==> config.mk <==
export PLATFORM = sky130hd
export DESIGN_NAME = fetch_decode_ctrl
export DESIGN_NICKNAME = d
export VERILOG_FILES = /design/src/rtl/riscv_ctrl_pkg.sv /design/src/rtl/instr_decoder.sv /design/src/rtl/fetch_decode_ctrl.sv
export SDC_FILE = /design/constraint.sdc
export NUM_CORES = 1
export LEC_CHECK = 0
export BUFFER_PORTS_ARGS = -buffer_cell sky130_fd_sc_hd__buf_2
export CORE_ASPECT_RATIO = 0.5
export CORE_MARGIN = 5
export CORE_UTILIZATION = 56
export CTS_CLUSTER_DIAMETER = 100
export DETAILED_ROUTE_END_ITERATION = 8
export GPL_TIMING_DRIVEN = 0
export PLACE_DENSITY_LB_ADDON = 0.08
export SYNTH_ARGS = -nofsm -noshare
export SYNTH_HDL_FRONTEND = slang
export SYNTH_SLANG_ARGS = --single-unit
==> constraint.sdc <==
create_clock -name i_clk -period 3.3 [get_ports i_clk]
set_input_delay 0.66 -clock i_clk [delete_from_list [all_inputs] [get_ports i_clk]]
set_output_delay 0.66 -clock i_clk [all_outputs]
set_load 0.01 [all_outputs]
==> src/rtl/riscv_ctrl_pkg.sv <==
// Shared constants for the RV32I fetch/decode control slice: opcodes,
// funct fields, ALU operation encodings and the controller state type.
package riscv_ctrl_pkg;

  localparam logic [6:0] OP_RTYPE  = 7'b0110011;
  localparam logic [6:0] OP_BRANCH = 7'b1100011;

  localparam logic [6:0] F7_BASE = 7'b0000000;
  localparam logic [6:0] F7_ALT  = 7'b0100000;

  localparam logic [2:0] F3_ADD_SUB = 3'b000;
  localparam logic [2:0] F3_SLL     = 3'b001;
  localparam logic [2:0] F3_SLT     = 3'b010;
  localparam logic [2:0] F3_XOR     = 3'b100;
  localparam logic [2:0] F3_SRL     = 3'b101;
  localparam logic [2:0] F3_OR      = 3'b110;
  localparam logic [2:0] F3_AND     = 3'b111;
  localparam logic [2:0] F3_BEQ     = 3'b000;
  localparam logic [2:0] F3_BNE     = 3'b001;

  // ALU operation select, shared with the ALU in the datapath
  localparam logic [3:0] ALU_AND = 4'b0000;
  localparam logic [3:0] ALU_OR  = 4'b0001;
  localparam logic [3:0] ALU_ADD = 4'b0010;
  localparam logic [3:0] ALU_SLL = 4'b0011;
  localparam logic [3:0] ALU_XOR = 4'b0100;
  localparam logic [3:0] ALU_SRL = 4'b0101;
  localparam logic [3:0] ALU_SUB = 4'b0110;
  localparam logic [3:0] ALU_SLT = 4'b0111;

  typedef enum logic [1:0] {
    FETCH  = 2'd0,
    DECODE = 2'd1,
    EXEC   = 2'd2,
    TRAP   = 2'd3
  } ctrl_state_e;

endpackage

==> src/rtl/instr_decoder.sv <==
// Purely combinational RV32I decoder for the supported R-type ALU ops and
// BEQ/BNE; anything else is flagged illegal.
module instr_decoder
  import riscv_ctrl_pkg::*;
(
  input  logic [31:0] i_ir,
  output logic [4:0]  o_rs1,
  output logic [4:0]  o_rs2,
  output logic [4:0]  o_rd,
  output logic [3:0]  o_alu_control,
  output logic        o_is_rtype,
  output logic        o_is_branch,
  output logic        o_is_bne,
  output logic        o_illegal,
  output logic [31:0] o_imm_b
);

  logic [6:0] w_opcode;
  logic [2:0] w_funct3;
  logic [6:0] w_funct7;

  assign w_opcode = i_ir[6:0];
  assign w_funct3 = i_ir[14:12];
  assign w_funct7 = i_ir[31:25];

  assign o_rs1 = i_ir[19:15];
  assign o_rs2 = i_ir[24:20];
  assign o_rd  = i_ir[11:7];

  assign o_imm_b = {{19{i_ir[31]}}, i_ir[31], i_ir[7], i_ir[30:25], i_ir[11:8], 1'b0};

  // Classify the instruction and pick the ALU op; illegal unless a row matches
  always_comb begin
    o_alu_control = ALU_ADD;
    o_is_rtype    = 1'b0;
    o_is_branch   = 1'b0;
    o_is_bne      = 1'b0;
    o_illegal     = 1'b1;
    case (w_opcode)
      OP_RTYPE: begin
        o_is_rtype = 1'b1;
        o_illegal  = 1'b0;
        case ({w_funct7, w_funct3})
          {F7_BASE, F3_ADD_SUB}: o_alu_control = ALU_ADD;
          {F7_ALT,  F3_ADD_SUB}: o_alu_control = ALU_SUB;
          {F7_BASE, F3_SLL}:     o_alu_control = ALU_SLL;
          {F7_BASE, F3_SLT}:     o_alu_control = ALU_SLT;
          {F7_BASE, F3_XOR}:     o_alu_control = ALU_XOR;
          {F7_BASE, F3_SRL}:     o_alu_control = ALU_SRL;
          {F7_BASE, F3_OR}:      o_alu_control = ALU_OR;
          {F7_BASE, F3_AND}:     o_alu_control = ALU_AND;
          default: begin
            o_is_rtype = 1'b0;
            o_illegal  = 1'b1;
          end
        endcase
      end
      OP_BRANCH: begin
        if (w_funct3 == F3_BEQ || w_funct3 == F3_BNE) begin
          o_is_branch   = 1'b1;
          o_is_bne      = (w_funct3 == F3_BNE);
          o_alu_control = ALU_SUB;
          o_illegal     = 1'b0;
        end
      end
      default: begin
        o_illegal = 1'b1;
      end
    endcase
  end

endmodule

==> src/rtl/fetch_decode_ctrl.sv <==
// Multi-cycle fetch/decode controller: owns the PC, runs the req/valid
// instruction fetch, decodes into datapath controls and resolves branches.
module fetch_decode_ctrl
  import riscv_ctrl_pkg::*;
#(
  parameter int              XLEN     = 32,
  parameter logic [XLEN-1:0] RESET_PC = '0
) (
  input  logic            i_clk,
  input  logic            i_reset,
  input  logic            i_run,
  output logic            o_imem_req,
  output logic [XLEN-1:0] o_imem_addr,
  input  logic            i_imem_valid,
  input  logic [31:0]     i_imem_rdata,
  input  logic            i_zero_flag,
  output logic [4:0]      o_read_reg1,
  output logic [4:0]      o_read_reg2,
  output logic [4:0]      o_write_reg,
  output logic [3:0]      o_alu_control,
  output logic            o_write_on_register,
  output logic [XLEN-1:0] o_pc,
  output logic            o_instr_retired,
  output logic            o_illegal_instr
);

  ctrl_state_e     r_state;
  logic [XLEN-1:0] r_pc;
  logic [31:0]     r_ir;
  logic            r_imem_req;
  logic [4:0]      r_read_reg1;
  logic [4:0]      r_read_reg2;
  logic [4:0]      r_write_reg;
  logic [3:0]      r_alu_control;
  logic            r_wr_en;
  logic            r_retired;
  logic            r_illegal;

  logic [4:0]      w_rs1;
  logic [4:0]      w_rs2;
  logic [4:0]      w_rd;
  logic [3:0]      w_alu_control;
  logic            w_is_rtype;
  logic            w_is_branch;
  logic            w_is_bne;
  logic            w_illegal;
  logic [31:0]     w_imm_b;
  logic [XLEN-1:0] w_pc_plus4;
  logic [XLEN-1:0] w_branch_target;
  logic            w_taken;
  logic            w_misaligned;

  instr_decoder u_decoder (
    .i_ir          (r_ir),
    .o_rs1         (w_rs1),
    .o_rs2         (w_rs2),
    .o_rd          (w_rd),
    .o_alu_control (w_alu_control),
    .o_is_rtype    (w_is_rtype),
    .o_is_branch   (w_is_branch),
    .o_is_bne      (w_is_bne),
    .o_illegal     (w_illegal),
    .o_imm_b       (w_imm_b)
  );

  assign w_pc_plus4      = r_pc + XLEN'(4);
  assign w_branch_target = r_pc + w_imm_b;
  assign w_taken         = w_is_branch & (w_is_bne ? ~i_zero_flag : i_zero_flag);
  assign w_misaligned    = (w_branch_target[1:0] != 2'b00);

  assign o_imem_req          = r_imem_req;
  assign o_imem_addr         = r_pc;
  assign o_pc                = r_pc;
  assign o_read_reg1         = r_read_reg1;
  assign o_read_reg2         = r_read_reg2;
  assign o_write_reg         = r_write_reg;
  assign o_alu_control       = r_alu_control;
  assign o_write_on_register = r_wr_en;
  assign o_instr_retired     = r_retired;
  assign o_illegal_instr     = r_illegal;

  // Controller FSM; the next request is launched straight out of EXEC so a
  // zero-wait instruction takes three cycles, and retire lands with the new pc
  always_ff @(posedge i_clk) begin
    if (!i_reset) begin
      r_state       <= FETCH;
      r_pc          <= RESET_PC;
      r_ir          <= '0;
      r_imem_req    <= 1'b0;
      r_read_reg1   <= '0;
      r_read_reg2   <= '0;
      r_write_reg   <= '0;
      r_alu_control <= ALU_ADD;
      r_wr_en       <= 1'b0;
      r_retired     <= 1'b0;
      r_illegal     <= 1'b0;
    end else begin
      r_retired <= 1'b0;
      case (r_state)
        FETCH: begin
          if (!r_imem_req) begin
            if (i_run) begin
              r_imem_req <= 1'b1;
            end
          end else if (i_imem_valid) begin
            r_ir       <= i_imem_rdata;
            r_imem_req <= 1'b0;
            r_state    <= DECODE;
          end
        end
        DECODE: begin
          r_read_reg1   <= w_rs1;
          r_read_reg2   <= w_rs2;
          r_write_reg   <= w_rd;
          r_alu_control <= w_alu_control;
          if (w_illegal) begin
            r_illegal <= 1'b1;
            r_state   <= TRAP;
          end else begin
            r_wr_en <= w_is_rtype && (w_rd != 5'd0);
            r_state <= EXEC;
          end
        end
        EXEC: begin
          r_wr_en <= 1'b0;
          if (w_taken && w_misaligned) begin
            r_illegal <= 1'b1;
            r_state   <= TRAP;
          end else begin
            r_pc       <= w_taken ? w_branch_target : w_pc_plus4;
            r_retired  <= 1'b1;
            r_imem_req <= i_run;
            r_state    <= FETCH;
          end
        end
        TRAP: begin
          r_imem_req <= 1'b0;
          r_wr_en    <= 1'b0;
        end
        default: begin
          r_state <= TRAP;
        end
      endcase
    end
  end

endmodule

==> flow_metrics.env, run 1 <==
export IMPL_core_area_mm2=0.0109
export IMPL_cts_max_level=3
export IMPL_skew_ns=0.00637
export IMPL_die_h_um=84.7
export IMPL_start_kind="register"
export IMPL_final_min_clock_period_ns=2.96
export IMPL_final_common_cell="buf_2"
export IMPL_power_density_mw_per_mm2=322
export IMPL_gr_usage_all_layers_pct=26.3
export IMPL_firstDrtPassIters=5
export IMPL_cts_root_buffer="clkbuf_16"
export IMPL_fmax_ghz=0.338
export IMPL_grt_pass1_wl_mm=29.6
export IMPL_drt_wl_total_mm=18.1
export IMPL_gp_congestion=0.893
export IMPL_max_stage_delay_ns=0.57
export IMPL_final_layout_size_suffix_gt1_share_pct=22.9
export IMPL_clk_latency_ns=0.35
export IMPL_dieArea_mm2=0.0135
export IMPL_setup_viol_count_final=0
export IMPL_final_nets=994
export IMPL_yosys_area_top_type="dfxtp_1"
export IMPL_hold_class="reg2reg"
export IMPL_clk_pin_slew_ns=0.07
export IMPL_ios=124
export IMPL_hold_viol=0
export IMPL_yosysWarnings=0
export IMPL_die_x_um=159
export IMPL_total_power_mw=2.37
export IMPL_row_count=27
export IMPL_syn_area_per_cell_um2=7.93
export IMPL_worst_pin_slew_ns=0.702
export IMPL_cts_tree="yes"
export IMPL_n_antenna_cell=0
export IMPL_grtUsageMet2_pct=42.7
export IMPL_viasPerCell=5.88
export IMPL_vias=6289
export IMPL_worst_path_max_fanout=25
export IMPL_drcViolationCount=0
export IMPL_p_leak_nw=3.29
export IMPL_yosysSeqAreaShare_pct=27.9
export IMPL_dr_first_iter_drc_count=389
export IMPL_grt_pass1_vias=5893
export IMPL_status="complete, no violations"
export IMPL_cts_inserted_buffers=9
export IMPL_async_reset_ff_share_pct=0
export IMPL_groute_layer_met3_usage_pct=5.93
export IMPL_rsz0062_at_grt="false"
export IMPL_antenna_found_initial=0
export IMPL_worstPathArrival_ns=3.18
export IMPL_ys_ff_latch=87
export IMPL_drv_slew=0
export IMPL_postLayoutCoreUtil_pct=67.1
export IMPL_synthDistinctLibCells=84
export IMPL_grt_max_degree=26
export IMPL_clock_path_buffers=2
export IMPL_cap_violations=0
export IMPL_largest_reg_flops=32
export IMPL_busiest_layer="met2"
export IMPL_hpwl_mm=13.8
export IMPL_holdBufCountCts=0
export IMPL_yosysTopAreaCellShare_pct=27.9
export IMPL_postRouteAntennaNets=0
export IMPL_area_growth_syn_to_layout_pct=17.4
export IMPL_slowest_stage="dfxtp_4"
export IMPL_post_cts_buffers=0
export IMPL_post_drt_wl_per_cell_um=16.9
export IMPL_slew_headroom_pct=53.2
export IMPL_top_register="r_ir"
export IMPL_initial_core_util_pct=57.1
export IMPL_cp_common_cell="a21o_1"
export IMPL_n_fill_cell=1001
export IMPL_gr_total_overflow=0
export IMPL_synth_edff_count=0
export IMPL_crit_required_ns=3.53
export IMPL_layout_common_cells="buf_2, nand2_1, dfxtp_1"
export IMPL_grt_use_met1_pct=35.4
export IMPL_synthCells=788
export IMPL_worstSetupEndpointType="register"
export IMPL_ys_flop_type="dfxtp_1"
export IMPL_crit_type="reg2reg"
export IMPL_synth_area_leaders="dfxtp_1, ha_1, nand2_1, a21oi_1, a21boi_0"
export IMPL_peakVddDrop_mv=0.294
export IMPL_clock_sinks=87
export IMPL_synth_area_mm2=0.00625
export IMPL_min_period_over_period_pct=89.7
export IMPL_crit_chain="ha_1 -> buf_4 -> a21oi_1 -> o21bai_1 -> a21o_1 -> a211oi_1 -> o31ai_1 -> o41ai_1 -> a21o_1 -> o2111ai_1"
export IMPL_io_buffers=119
==> critical path: cells and delay by family (launching register included) <==
family	cells	cell delay, ns
AO/OA/AOI/OAI	8	1.78
flip-flops	1	0.57
adder cells (fa/ha/maj)	1	0.30
buffers and inverters	1	0.17
==> metrics by stage <==
stage,instance area [um^2],setup TNS (ns),hold slack (ns),cells,worst slack [ns]
floorplan,6260,0,0.439,790,0.625
global placement,7040,-0.205,0.447,1054,-0.205
detailed placement,7040,-0.442,0.457,1054,-0.301
CTS,7330,0,0.467,1070,0.0767
global route,7340,0,0.495,1070,0.0910
finish,7340,0,0.464,1070,0.341
==> layer usage <==
layer	vias to the layer above	share of wire (%)
met1	2957	46
met4	0	1.8
met5	-	0
met2	199	45
li1	3105	-
met3	28	7.0
==> kinds of logic (layout without fill, tap and decap cells) <==
kind of cell | count (synthesis) | count (layout) | synth area share, %
compound gates | 251 | 251 | 27.3
xor+xnor | 19 | 19 | 2.66
fa+ha+maj | 37 | 37 | 7.52
buf+inv | 91 | 226 | 7.78
flops | 87 | 87 | 27.9
mux | 18 | 18 | 2.88
other cells | 1 | 3 | 0.0600
simple gates | 284 | 284 | 23.9
==> report_power, final <==
part / total, mW / internal, mW / switching, mW
clock network: 1.03 / 0.552 / 0.478
logic: 0.235 / 0.0985 / 0.136
registers: 1.10 / 1.07 / 0.0298
==> cell type report <==
cell class              count  area [um^2]  area share, %
inverters                  18         67.6          0.920
clock buffers              10          239           3.25
plain buffers              73          419           5.71
flip-flops and latches     87         1750           23.8
clock inverters             6         57.6          0.784
well taps                 145          181           2.47
repair buffers            119          596           8.11
multi-input cells         612         4040           55.0
==> cell usage after synthesis (3+ instances only) <==
| cell | count |
|---|---|
| o21ai_0 | 50 |
| clkbuf_1 | 28 |
| nor2b_1 | 19 |
| nand2b_1 | 5 |
| buf_2 | 8 |
| nor3_1 | 7 |
| o31ai_1 | 5 |
| and2_1 | 9 |
| a31oi_1 | 9 |
| and4_1 | 4 |
| buf_4 | 36 |
| nor2_1 | 36 |
| ha_1 | 36 |
| o22ai_1 | 4 |
| xnor2_1 | 15 |
| a211oi_1 | 11 |
| o221ai_1 | 3 |
| o2111ai_1 | 3 |
| o221a_2 | 4 |
| dfxtp_1 | 87 |
| a21o_1 | 22 |
| nand4_1 | 7 |
| xor2_1 | 4 |
| and3_1 | 16 |
| nand3_1 | 38 |
| inv_1 | 18 |
| o21bai_1 | 6 |
| a311oi_1 | 3 |
| o21a_1 | 7 |
| nor3b_1 | 4 |
| a21oi_1 | 55 |
| nand2_1 | 110 |
| o211ai_1 | 5 |
| o41ai_1 | 5 |
| a21boi_0 | 36 |
| mux2i_1 | 18 |
==> repair_timing <==
item / 4_1_cts / 5_1_grt
setup endpoints to repair: 7 / 2
hold endpoints to repair: 0 / 0
gates resized for setup: 1 / 2
==> path summary, 6_finish.rpt <==
kind,startpoint,end,slack (ns),depth (start not counted)
worst min register to register,r_ir[1],r_ir[1],0.46,2
worst max-delay path,r_ir[31],o_imem_addr[31],0.34,10
worst max register to register,r_ir[31],o_imem_addr[31],0.34,10
worst min-delay path,r_ir[1],r_ir[1],0.46,2
No activity file was read; power rests on OpenSTA's default activity.
==> run 2: changes to the inputs <==
CORE_UTILIZATION = 58   (was 56)
CTS_BUF_LIST = sky130_fd_sc_hd__clkbuf_8   (was not set)
==> flow_metrics.env, run 2 (same netlist as run 1, synthesis figures left out) <==
export IMPL_clk_latency_ns=0.38
export IMPL_row_count=26
export IMPL_rr_startpoint="o_imem_addr[2]"
export IMPL_n_fill_cell=930
export IMPL_path_buf_inv=0
export IMPL_p_leak_nw=3.23
export IMPL_hpwl_mm=13.7
export IMPL_critical_path_top_delay_family="compound AO/OA/AOI/OAI gates"
export IMPL_cts_max_level=3
export IMPL_slew_headroom_pct=54.8
export IMPL_worst_path_max_fanout=9
export IMPL_firstDrtPassIters=5
export IMPL_drv_slew=0
export IMPL_die_x_um=157
export IMPL_final_min_clock_period_ns=2.97
export IMPL_fin_area_mm2=0.00722
export IMPL_dp_cells=1049
export IMPL_cap_violations=0
export IMPL_final_layout_size_suffix_gt1_share_pct=22.8
export IMPL_grt_pass1_wl_mm=28.7
export IMPL_antenna_found_initial=0
export IMPL_final_common_cell="buf_2"
export IMPL_skew_ns=0.0134
export IMPL_fmax_ghz=0.336
export IMPL_cts_root_buffer="clkbuf_8"
export IMPL_drcViolationCount=0
export IMPL_cts_inserted_buffers=9
export IMPL_clock_sinks=87
export IMPL_clk_pin_slew_ns=0.10
export IMPL_viasPerCell=5.87
export IMPL_holdPathStages=2
export IMPL_max_stage_delay_ns=0.52
export IMPL_final_nets=994
export IMPL_power_density_mw_per_mm2=283
export IMPL_drt_wl_total_mm=17.9
export IMPL_vias=6248
export IMPL_gr_usage_all_layers_pct=26.7
export IMPL_largest_reg_flops=32
export IMPL_dr_first_iter_drc_count=424
export IMPL_hold_start="r_ir[19]"
export IMPL_status="complete, no violations"
export IMPL_dieArea_mm2=0.0131
export IMPL_crit_required_ns=3.56
export IMPL_n_antenna_cell=0
export IMPL_post_cts_buffers=0
export IMPL_peakVddDrop_mv=0.328
export IMPL_die_h_um=83.4
export IMPL_initial_core_util_pct=60.2
export IMPL_worst_pin_slew_ns=0.678
export IMPL_gr_total_overflow=0
export IMPL_reg2reg_to="o_imem_addr[26]"
export IMPL_slowest_stage="dfxtp_1"
export IMPL_core_area_mm2=0.0104
export IMPL_io_buffers=119
export IMPL_stdcell_count=1065
export IMPL_critical_path_depth=9
export IMPL_multi_input_area_mm2=0.00404
export IMPL_min_to="r_ir[19]"
export IMPL_min_period_over_period_pct=90.1
export IMPL_ios=124
export IMPL_post_drt_wl_per_cell_um=16.8
export IMPL_hold_viol=0
export IMPL_gp_congestion=0.895
export IMPL_worstRegToRegCells=9
export IMPL_cts_tree="yes"
export IMPL_grt_max_degree=26
export IMPL_reg2reg_setup_slack_ns=0.33
export IMPL_cp_common_cell="o21ai_0"
export IMPL_crit_chain="ha_1 -> a211oi_2 -> nor2_1 -> a31o_2 -> o41ai_2 -> o21ai_0 -> o21ai_0 -> xor2_1 -> a21oi_1"
export IMPL_clock_path_buffers=2
export IMPL_start_kind="register"
export IMPL_worstSetupEndpointType="register"
export IMPL_seq_area_mm2=0.00175
export IMPL_top_register="r_ir"
export IMPL_setup_viol_count_final=0
export IMPL_layout_common_cells="buf_2, nand2_1, dfxtp_1"
export IMPL_area_growth_syn_to_layout_pct=15.5
export IMPL_grt_pass1_vias=5740
export IMPL_crit_type="reg2reg"
export IMPL_place_area_mm2=0.00703
export IMPL_rsz0062_at_grt="false"
export IMPL_worstPathArrival_ns=3.23
export IMPL_postRouteAntennaNets=0
export IMPL_hold_class="reg2reg"
==> run 2: cell count changes in the layout (fill, tap and decap cells not counted) <==
| cell | before | now |
|---|---|---|
| clkinvlp_4 | 0 | 2 |
| inv_8 | 2 | 1 |
| clkbuf_16 | 9 | 0 |
| clkbuf_8 | 1 | 9 |
| inv_1 | 18 | 19 |
| inv_6 | 3 | 2 |
==> run 2: per-stage QoR <==
| step | power (mW) | utilization (%) | hold WS (ns) | setup TNS [ns] | setup WS (ns) |
|---|---|---|---|---|---|
| 5_1_grt | 2.13 | 69.6 | 0.488 | 0 | 0.152 |
| 3_5_place_dp | 1.36 | 67.7 | 0.457 | -0.603 | -0.319 |
| 3_3_place_gp | 1.35 | 67.7 | 0.446 | -0.320 | -0.240 |
| 6_report | 2.04 | 69.6 | 0.471 | 0 | 0.327 |
| 2_1_floorplan | 1.28 | - | 0.439 | 0 | 0.625 |
| 4_1_cts | 2.05 | 69.5 | 0.474 | 0 | 0.0640 |
==> run 2: worst max path at each step <==
stage                         from               to
global route        o_imem_addr[2]  o_imem_addr[30]
CTS                       r_ir[31]  o_imem_addr[31]
global placement          r_ir[31]  o_imem_addr[31]
finish              o_imem_addr[2]  o_imem_addr[26]
detailed placement        r_ir[31]  o_imem_addr[31]
floorplan                 r_ir[31]  o_imem_addr[31]
==> run 2: cell type report <==
type                            count  area share (%)
Buffer                             73            5.81
Clock buffer                        9            1.72
Clock inverter                      7           0.780
Inverter                           18           0.936
Multi-Input combinational cell    612            55.9
Sequential cell                    87            24.2
Tap cell                          140            2.43
Timing Repair Buffer              119            8.25
==> run 2: power breakdown <==
group / internal, mW / total, mW / switching [mW] / leakage (nW)
registers: 1.07 / 1.10 / 0.0291 / 0.704
logic: 0.0985 / 0.233 / 0.135 / 2.44
clock network: 0.283 / 0.704 / 0.421 / 0.0896
==> run 2: timing repair <==
action / 4_1_cts / 5_1_grt
gates resized for setup: 1 / 2
hold buffers: 0 / 0
gates cloned: 0 / 0
endpoints found under the setup margin: 4 / 2
pin swaps: 0 / 0
==> run 2: worst reg2reg max path: stages (launching register included) <==
cell and delay, ns:
dfxtp_1 0.52, ha_1 0.32, a211oi_2 0.22, nor2_1 0.11, a31o_2 0.28, o41ai_2 0.43
o21ai_0 0.27, o21ai_0 0.39, xor2_1 0.23, a21oi_1 0.09
==> run 2: layer usage <==
metal / routed length [um] / vias to the layer above / track usage [%] / part of all wire (%)
met5: 0 / - / 0 / 0
met4: 322 / 0 / 7.09 / 1.8
met3: 1370 / 26 / 5.92 / 7.6
met2: 8100 / 260 / 42.1 / 45
met1: 8100 / 2864 / 36.7 / 45
li1: - / 3098 / - / -
